<file path="src/rtl/key_debounce_if.sv">
// Key interface between the raw key pads and the tone logic.
//   key_in     : raw asynchronous key levels, 1 = pressed, bit i = key i+1
//   keys       : debounced key levels
//   press      : one-cycle strobe per key on debounced 0->1
//   rel        : one-cycle strobe per key on debounced 1->0
//                ("release" is a reserved word in SystemVerilog)
//   note       : index of the selected key
//   note_valid : 1 while the selected key is held
// master drives key_in and observes the results; slave is the debouncer.
interface key_debounce_if;
  logic [3:0] key_in;
  logic [3:0] keys;
  logic [3:0] press;
  logic [3:0] rel;
  logic [1:0] note;
  logic       note_valid;

  modport master (
    output key_in,
    input  keys, press, rel, note, note_valid
  );

  modport slave (
    input  key_in,
    output keys, press, rel, note, note_valid
  );
endinterface

</file>
<file path="src/rtl/key_debounce.sv">
// key_debounce: synchronises and debounces four raw key levels, produces
// press/release strobes and a last-pressed-wins note selection.
//   clk : system clock (internal oscillator)
//   rst : synchronous active-high reset
//   bus : key_debounce_if.slave (key_in in; keys/press/rel/note/note_valid out)
// Parameters:
//   freq        : clock frequency in Hz
//   debounce_us : debounce window in microseconds
//   cntw        : per-key counter width, must hold limit-1
module key_debounce #(
  parameter int unsigned freq        = 133000000,
  parameter int unsigned debounce_us = 10000,
  parameter int unsigned cntw        = 21
) (
  input  logic          clk,
  input  logic          rst,
  key_debounce_if.slave bus
);

  localparam int unsigned cycles_per_us = freq / 1000000;
  localparam int unsigned raw_limit     = cycles_per_us * debounce_us;
  localparam int unsigned limit         = (raw_limit < 1) ? 1 : raw_limit;
  localparam logic [cntw-1:0] last      = cntw'(limit - 1);

  if ((64'(limit - 1) >> cntw) != 64'd0) begin : g_cntw_check
    $error("key_debounce: cntw too small to hold limit-1");
  end

  logic [3:0]      sync1;
  logic [3:0]      sync2;
  logic [cntw-1:0] cnt [4];
  logic [3:0]      keys;
  logic [3:0]      press;
  logic [3:0]      rel;
  logic [1:0]      note;
  logic            note_valid;

  logic [1:0]      hi_press;
  logic [1:0]      lo_key;

  // Highest pressed index wins a simultaneous press; fallback after the
  // selected key is released is the lowest still-held key.
  always_comb begin
    hi_press = '0;
    for (int unsigned i = 0; i < 4; i++) begin
      if (press[i]) hi_press = 2'(i);
    end
    lo_key = '0;
    for (int unsigned i = 4; i > 0; i--) begin
      if (keys[i-1]) lo_key = 2'(i - 1);
    end
  end

  always_ff @(posedge clk) begin
    if (rst) begin
      sync1      <= '0;
      sync2      <= '0;
      keys       <= '0;
      press      <= '0;
      rel        <= '0;
      note       <= '0;
      note_valid <= 1'b0;
      for (int unsigned i = 0; i < 4; i++) cnt[i] <= '0;
    end else begin
      sync1 <= bus.key_in;
      sync2 <= sync1;
      press <= '0;
      rel   <= '0;

      for (int unsigned i = 0; i < 4; i++) begin
        if (sync2[i] == keys[i]) begin
          cnt[i] <= '0;
        end else if (cnt[i] == last) begin
          keys[i] <= sync2[i];
          cnt[i]  <= '0;
          if (sync2[i]) press[i] <= 1'b1;
          else          rel[i]   <= 1'b1;
        end else begin
          cnt[i] <= cnt[i] + cntw'(1);
        end
      end

      // Uses the registered keys/press, so selection lags the strobe by one edge.
      if (press != '0) begin
        note       <= hi_press;
        note_valid <= 1'b1;
      end else if (note_valid && !keys[note]) begin
        if (keys != '0) note       <= lo_key;
        else            note_valid <= 1'b0;
      end
    end
  end

  assign bus.keys       = keys;
  assign bus.press      = press;
  assign bus.rel        = rel;
  assign bus.note       = note;
  assign bus.note_valid = note_valid;

endmodule

</file>
<file path="src/flat_wrapper.sv">
// flat-port wrapper written by rule: the top's interface ports become plain ports
module key_debounce_flat 
#(
  parameter int unsigned freq        = 133000000,
  parameter int unsigned debounce_us = 10000,
  parameter int unsigned cntw        = 21
)
  (clk, rst, bus_key_in, bus_keys, bus_press, bus_rel, bus_note, bus_note_valid);
  key_debounce_if bus_i ();
  input  logic clk;
  input  logic rst;
  input wire logic [$bits(bus_i.key_in)-1:0] bus_key_in;
  output wire logic [$bits(bus_i.keys)-1:0] bus_keys;
  output wire logic [$bits(bus_i.press)-1:0] bus_press;
  output wire logic [$bits(bus_i.rel)-1:0] bus_rel;
  output wire logic [$bits(bus_i.note)-1:0] bus_note;
  output wire logic [$bits(bus_i.note_valid)-1:0] bus_note_valid;
  assign bus_i.key_in = bus_key_in;
  assign bus_keys = bus_i.keys;
  assign bus_press = bus_i.press;
  assign bus_rel = bus_i.rel;
  assign bus_note = bus_i.note;
  assign bus_note_valid = bus_i.note_valid;
  key_debounce #(.freq(freq), .debounce_us(debounce_us), .cntw(cntw)) u_core (.clk(clk), .rst(rst), .bus(bus_i));
endmodule
</file>
<file path="config.mk">
export PLATFORM = sky130hd
export DESIGN_NAME = key_debounce_flat
export DESIGN_NICKNAME = d
export VERILOG_FILES = /design/src/rtl/key_debounce_if.sv /design/src/rtl/key_debounce.sv /design/src/flat_wrapper.sv
export SDC_FILE = /design/constraint.sdc
export NUM_CORES = 1
export LEC_CHECK = 0
export CORE_MARGIN = 2
export CORE_UTILIZATION = 35
export DETAILED_ROUTE_END_ITERATION = 7
export PLACE_DENSITY = 0.57
export SLEW_MARGIN = 20
export SYNTH_ARGS = -nofsm -noshare
export SYNTH_HDL_FRONTEND = slang
export SYNTH_SLANG_ARGS = --single-unit
</file>
<file path="constraint.sdc">
create_clock -name clk -period 3.1 [get_ports clk]
set_input_delay 0.31 -clock clk [delete_from_list [all_inputs] [get_ports clk]]
set_output_delay 0.31 -clock clk [all_outputs]
set_load 0.01 [all_outputs]
</file>
==> impl_metrics.py <==
metrics = {
    "hold_path": {
        "min_path_type": "flip-flop to flip-flop",
        "hold_start": "u_core.sync1[1]",
    },
    "global_route": {
        "grt_pass1_vias": 3850,
        "grt_use_total_pct": 13.52,
        "grt_max_degree": 26,
        "antenna_found_initial": 0,
        "grt_pass1_wl_mm": 18.02,
        "gr-total-overflow": 0,
    },
    "run": {
        "maxCapViolCount": 0,
    },
    "timing": {
        "maxSlewViolCount": 0,
        "max_freq_mhz": 421.7,
        "finalCritPeriodShare_pct": 76.50,
        "fin_setup_tns_ns": 0,
        "tightest_slew_ns": 0.5790,
        "relSlewSlack_pct": 61.14,
        "rsz0062_at_grt": "false",
        "skew_ns": 0.005250,
        "hold_viol_final": 0,
        "setup_viol": 0,
        "final.min_clock_period_ns": 2.372,
    },
    "setup_path": {
        "worst-path-buf-inv": 1,
        "crit_start": "u_core.cnt[0][52]",
        "crit_chain": "or4_1, nand4bb_1, o21ai_1, buf_4, nor2_1",
        "slowest_delay_ns": 0.57,
        "cp_data_required_time_ns": 3.21,
        "worst_path_max_delay_cell": "or4_1",
        "r2r_start": "u_core.cnt[0][52]",
        "critPathTopFamily": "simple AND/OR/NAND/NOR gates",
        "path_max_fanout": 12,
        "cp.arrival_ns": 2.48,
        "crit_type": "flip-flop to flip-flop",
        "crit_path_end_kind": "flip-flop",
        "crit_path_start_kind": "flip-flop",
    },
    "cts": {
        "cts-root-buf": "clkbuf_16",
        "post_cts_buffers": 0,
        "cts_resized": 0,
        "cts_buffers": 9,
        "h-tree-depth": 3,
        "cts.sinks": 107,
        "worstSkewPairLatency_ns": 0.35,
        "cts_tree": "yes",
        "cts.hold.buffers_added": 0,
        "cts_max_path_buffers": 2,
        "clkTransAtPathRegs_ns": 0.08,
    },
    "logic_synthesis": {
        "avgSynthCellArea_um2": 10.15,
        "synth_edf_count": 84,
        "synth_ff_type": "edfxtp_1",
        "yosys_warnings": 0,
        "synthArstFlopShare_pct": 0,
        "syn-instance-count": 540,
        "synth_area_mm2": 0.005482,
        "ys_types": 42,
        "seq_area_frac_synth_pct": 54.42,
        "ys_ff_latch": 107,
    },
    "die": {
        "initial_core_util_pct": 35.92,
        "die_h_um": 129.1,
        "coreArea_mm2": 0.01526,
        "die_width_um": 129.1,
        "dieArea_mm2": 0.01668,
        "row_count": 45,
        "ios": 21,
    },
    "detailed_routing": {
        "ant_nets": 0,
        "vias": 4108,
        "remaining_drc_errors": 0,
        "drt_iter0_drc": 257,
        "post_drt_wl_per_cell_um": 12.29,
        "via_per_inst": 4.810,
        "drt_wl_total_mm": 10.49,
        "drt_pass1_iterations": 4,
    },
    "layout": {
        "antenna_cells": 0,
        "fill_cells": 1500,
        "layout-drive-gt1-share_pct": 3.888,
        "multi_input_area_mm2": 0.002654,
        "syn2layout_area_growth_pct": 18.49,
        "nNetsFinal": 648,
        "seq_area_mm2": 0.002983,
    },
    "placed_design": {
        "place_hpwl_mm": 7.458,
        "gp_congestion": 0.8155,
        "port_buffers": 20,
    },
    "power_and_ir_drop": {
        "vdd_drop_max_v": 0.0002634,
        "cellPowerDensity_mw_per_mm2": 442.7,
        "p_leak_nw": 2.120,
        "total_power_mw": 2.875,
    },
    "status": {
        "status": "finished clean",
    },
}
## stage by stage
stage	area [µm²]	hold WS (ns)	setup slack [ns]	cells	utilization, %
after global placement	6210	0.4210	0.8110	838	40.70
after CTS	6495	0.4464	0.7285	854	42.57
after detailed placement	6210	0.4279	0.7430	838	40.70
after global routing	6495	0.4610	0.5631	854	42.57
final	6495	0.4404	0.7284	854	42.57
after floorplan	5793	0.4138	0.9525	623	-
## synth_stat cells (all sizes together), types with 2 or more instances
master / n / area [µm²]
edfxtp: 84 / 2522
xnor2: 28 / 245.2
or4b: 3 / 30.03
clkbuf: 16 / 60.06
and3: 11 / 68.82
nor2: 59 / 221.5
dfxtp: 23 / 460.4
or4: 20 / 153.9
nor2b: 9 / 56.30
and4: 6 / 52.55
o31ai: 10 / 75.07
nand4: 18 / 112.6
nand2b: 6 / 37.54
a21oi: 40 / 200.2
or3: 24 / 150.1
nor3: 18 / 90.09
xor2: 17 / 148.9
o21ai: 31 / 155.1
nand3: 26 / 130.1
nor4: 8 / 50.05
nand2: 32 / 120.1
inv: 19 / 71.32
o21a: 2 / 15.01
and2: 3 / 18.77
nor4b: 6 / 52.55
or2: 2 / 12.52
ha: 4 / 50.05
buf: 5 / 25.02
## worst register-to-register path: cells and delay by family (launching register included)
| kind | cells | cell delay (ns) |
|---|---|---|
| and+or+nand+nor | 3 | 0.86 |
| DFF | 1 | 0.47 |
| buffers and inverters | 1 | 0.30 |
| AOI/OAI and AO/OA | 1 | 0.50 |
## layout make-up
type,instances,area share (%)
Tap cell,211,4.065
Sequential cell,107,45.93
Multi-Input combinational cell,476,40.86
Clock buffer,9,3.468
Inverter,19,1.098
Timing Repair Buffer,25,3.660
Clock inverter,7,0.9247
## routing by layer
metal / part of all wire, % / track usage (%)
met1: 49 / 18.88
met2: 45 / 20.68
met3: 4.1 / 2.766
met4: 1.5 / 5.307
met5: 0 / 0
## cell usage in the layout, fill, tap and decap left out, types with 2 or more instances in the layout
cell type | Yosys | final
edfxtp_1 | 84 | 84
conb_1 | 1 | 84
nor2_1 | 59 | 59
a21oi_1 | 40 | 40
nand2_1 | 32 | 32
xnor2_1 | 28 | 28
o21ai_0 | 30 | 27
nand3_1 | 26 | 26
or3_1 | 24 | 24
dfxtp_1 | 23 | 23
clkdlybuf4s50_1 | 0 | 20
or4_1 | 19 | 19
inv_1 | 19 | 19
nand4_1 | 18 | 18
nor3_1 | 18 | 18
xor2_1 | 17 | 17
and3_1 | 11 | 11
o31ai_1 | 10 | 10
nor2b_1 | 9 | 9
clkbuf_16 | 0 | 9
nor4_1 | 8 | 8
nand2b_1 | 6 | 6
and4_1 | 6 | 6
nor4b_1 | 6 | 6
buf_4 | 0 | 5
o21ai_1 | 1 | 4
ha_1 | 4 | 4
and2_1 | 3 | 3
or4b_1 | 2 | 2
o21a_1 | 2 | 2
clkinv_4 | 0 | 2
inv_8 | 0 | 2
## cells by family after synthesis
family / after synthesis / synth area share (%)
other cells: 1 / 0.06841
compound gates: 86 / 8.537
mux: 1 / 0.4108
flops: 107 / 54.42
xor+xnor: 45 / 7.190
simple gates: 256 / 25.61
fa+ha+maj: 4 / 0.9131
buf+inv: 40 / 2.853
## power breakdown
part | leakage (nW) | total [mW] | switching (mW) | internal, mW
Clock | 0.144 | 1.11 | 0.550 | 0.562
Sequential | 1.05 | 1.65 | 0.0563 | 1.60
Combinational | 0.922 | 0.111 | 0.0650 | 0.0456
## final timing paths
kind	slack [ns]	depth (start not counted)	endpoint
hold reg to reg	0.44	1	u_core.sync2[1]
hold / removal	0.44	1	u_core.sync2[1]
setup reg to reg	0.73	5	u_core.cnt[0][49]
setup / recovery	0.73	5	u_core.cnt[0][49]
## flip-flops by register name, indices dropped and copies added, names as in the netlist
| signal | flops |
|---|---|
| u_core.sync2 | 4 |
| u_core.bus.note | 2 |
| u_core.bus.keys | 4 |
| u_core.bus.note_valid | 1 |
| u_core.bus.rel | 4 |
| u_core.bus.press | 4 |
| u_core.cnt | 84 |
| u_core.sync1 | 4 |
Power figures use the tool's default switching activity.
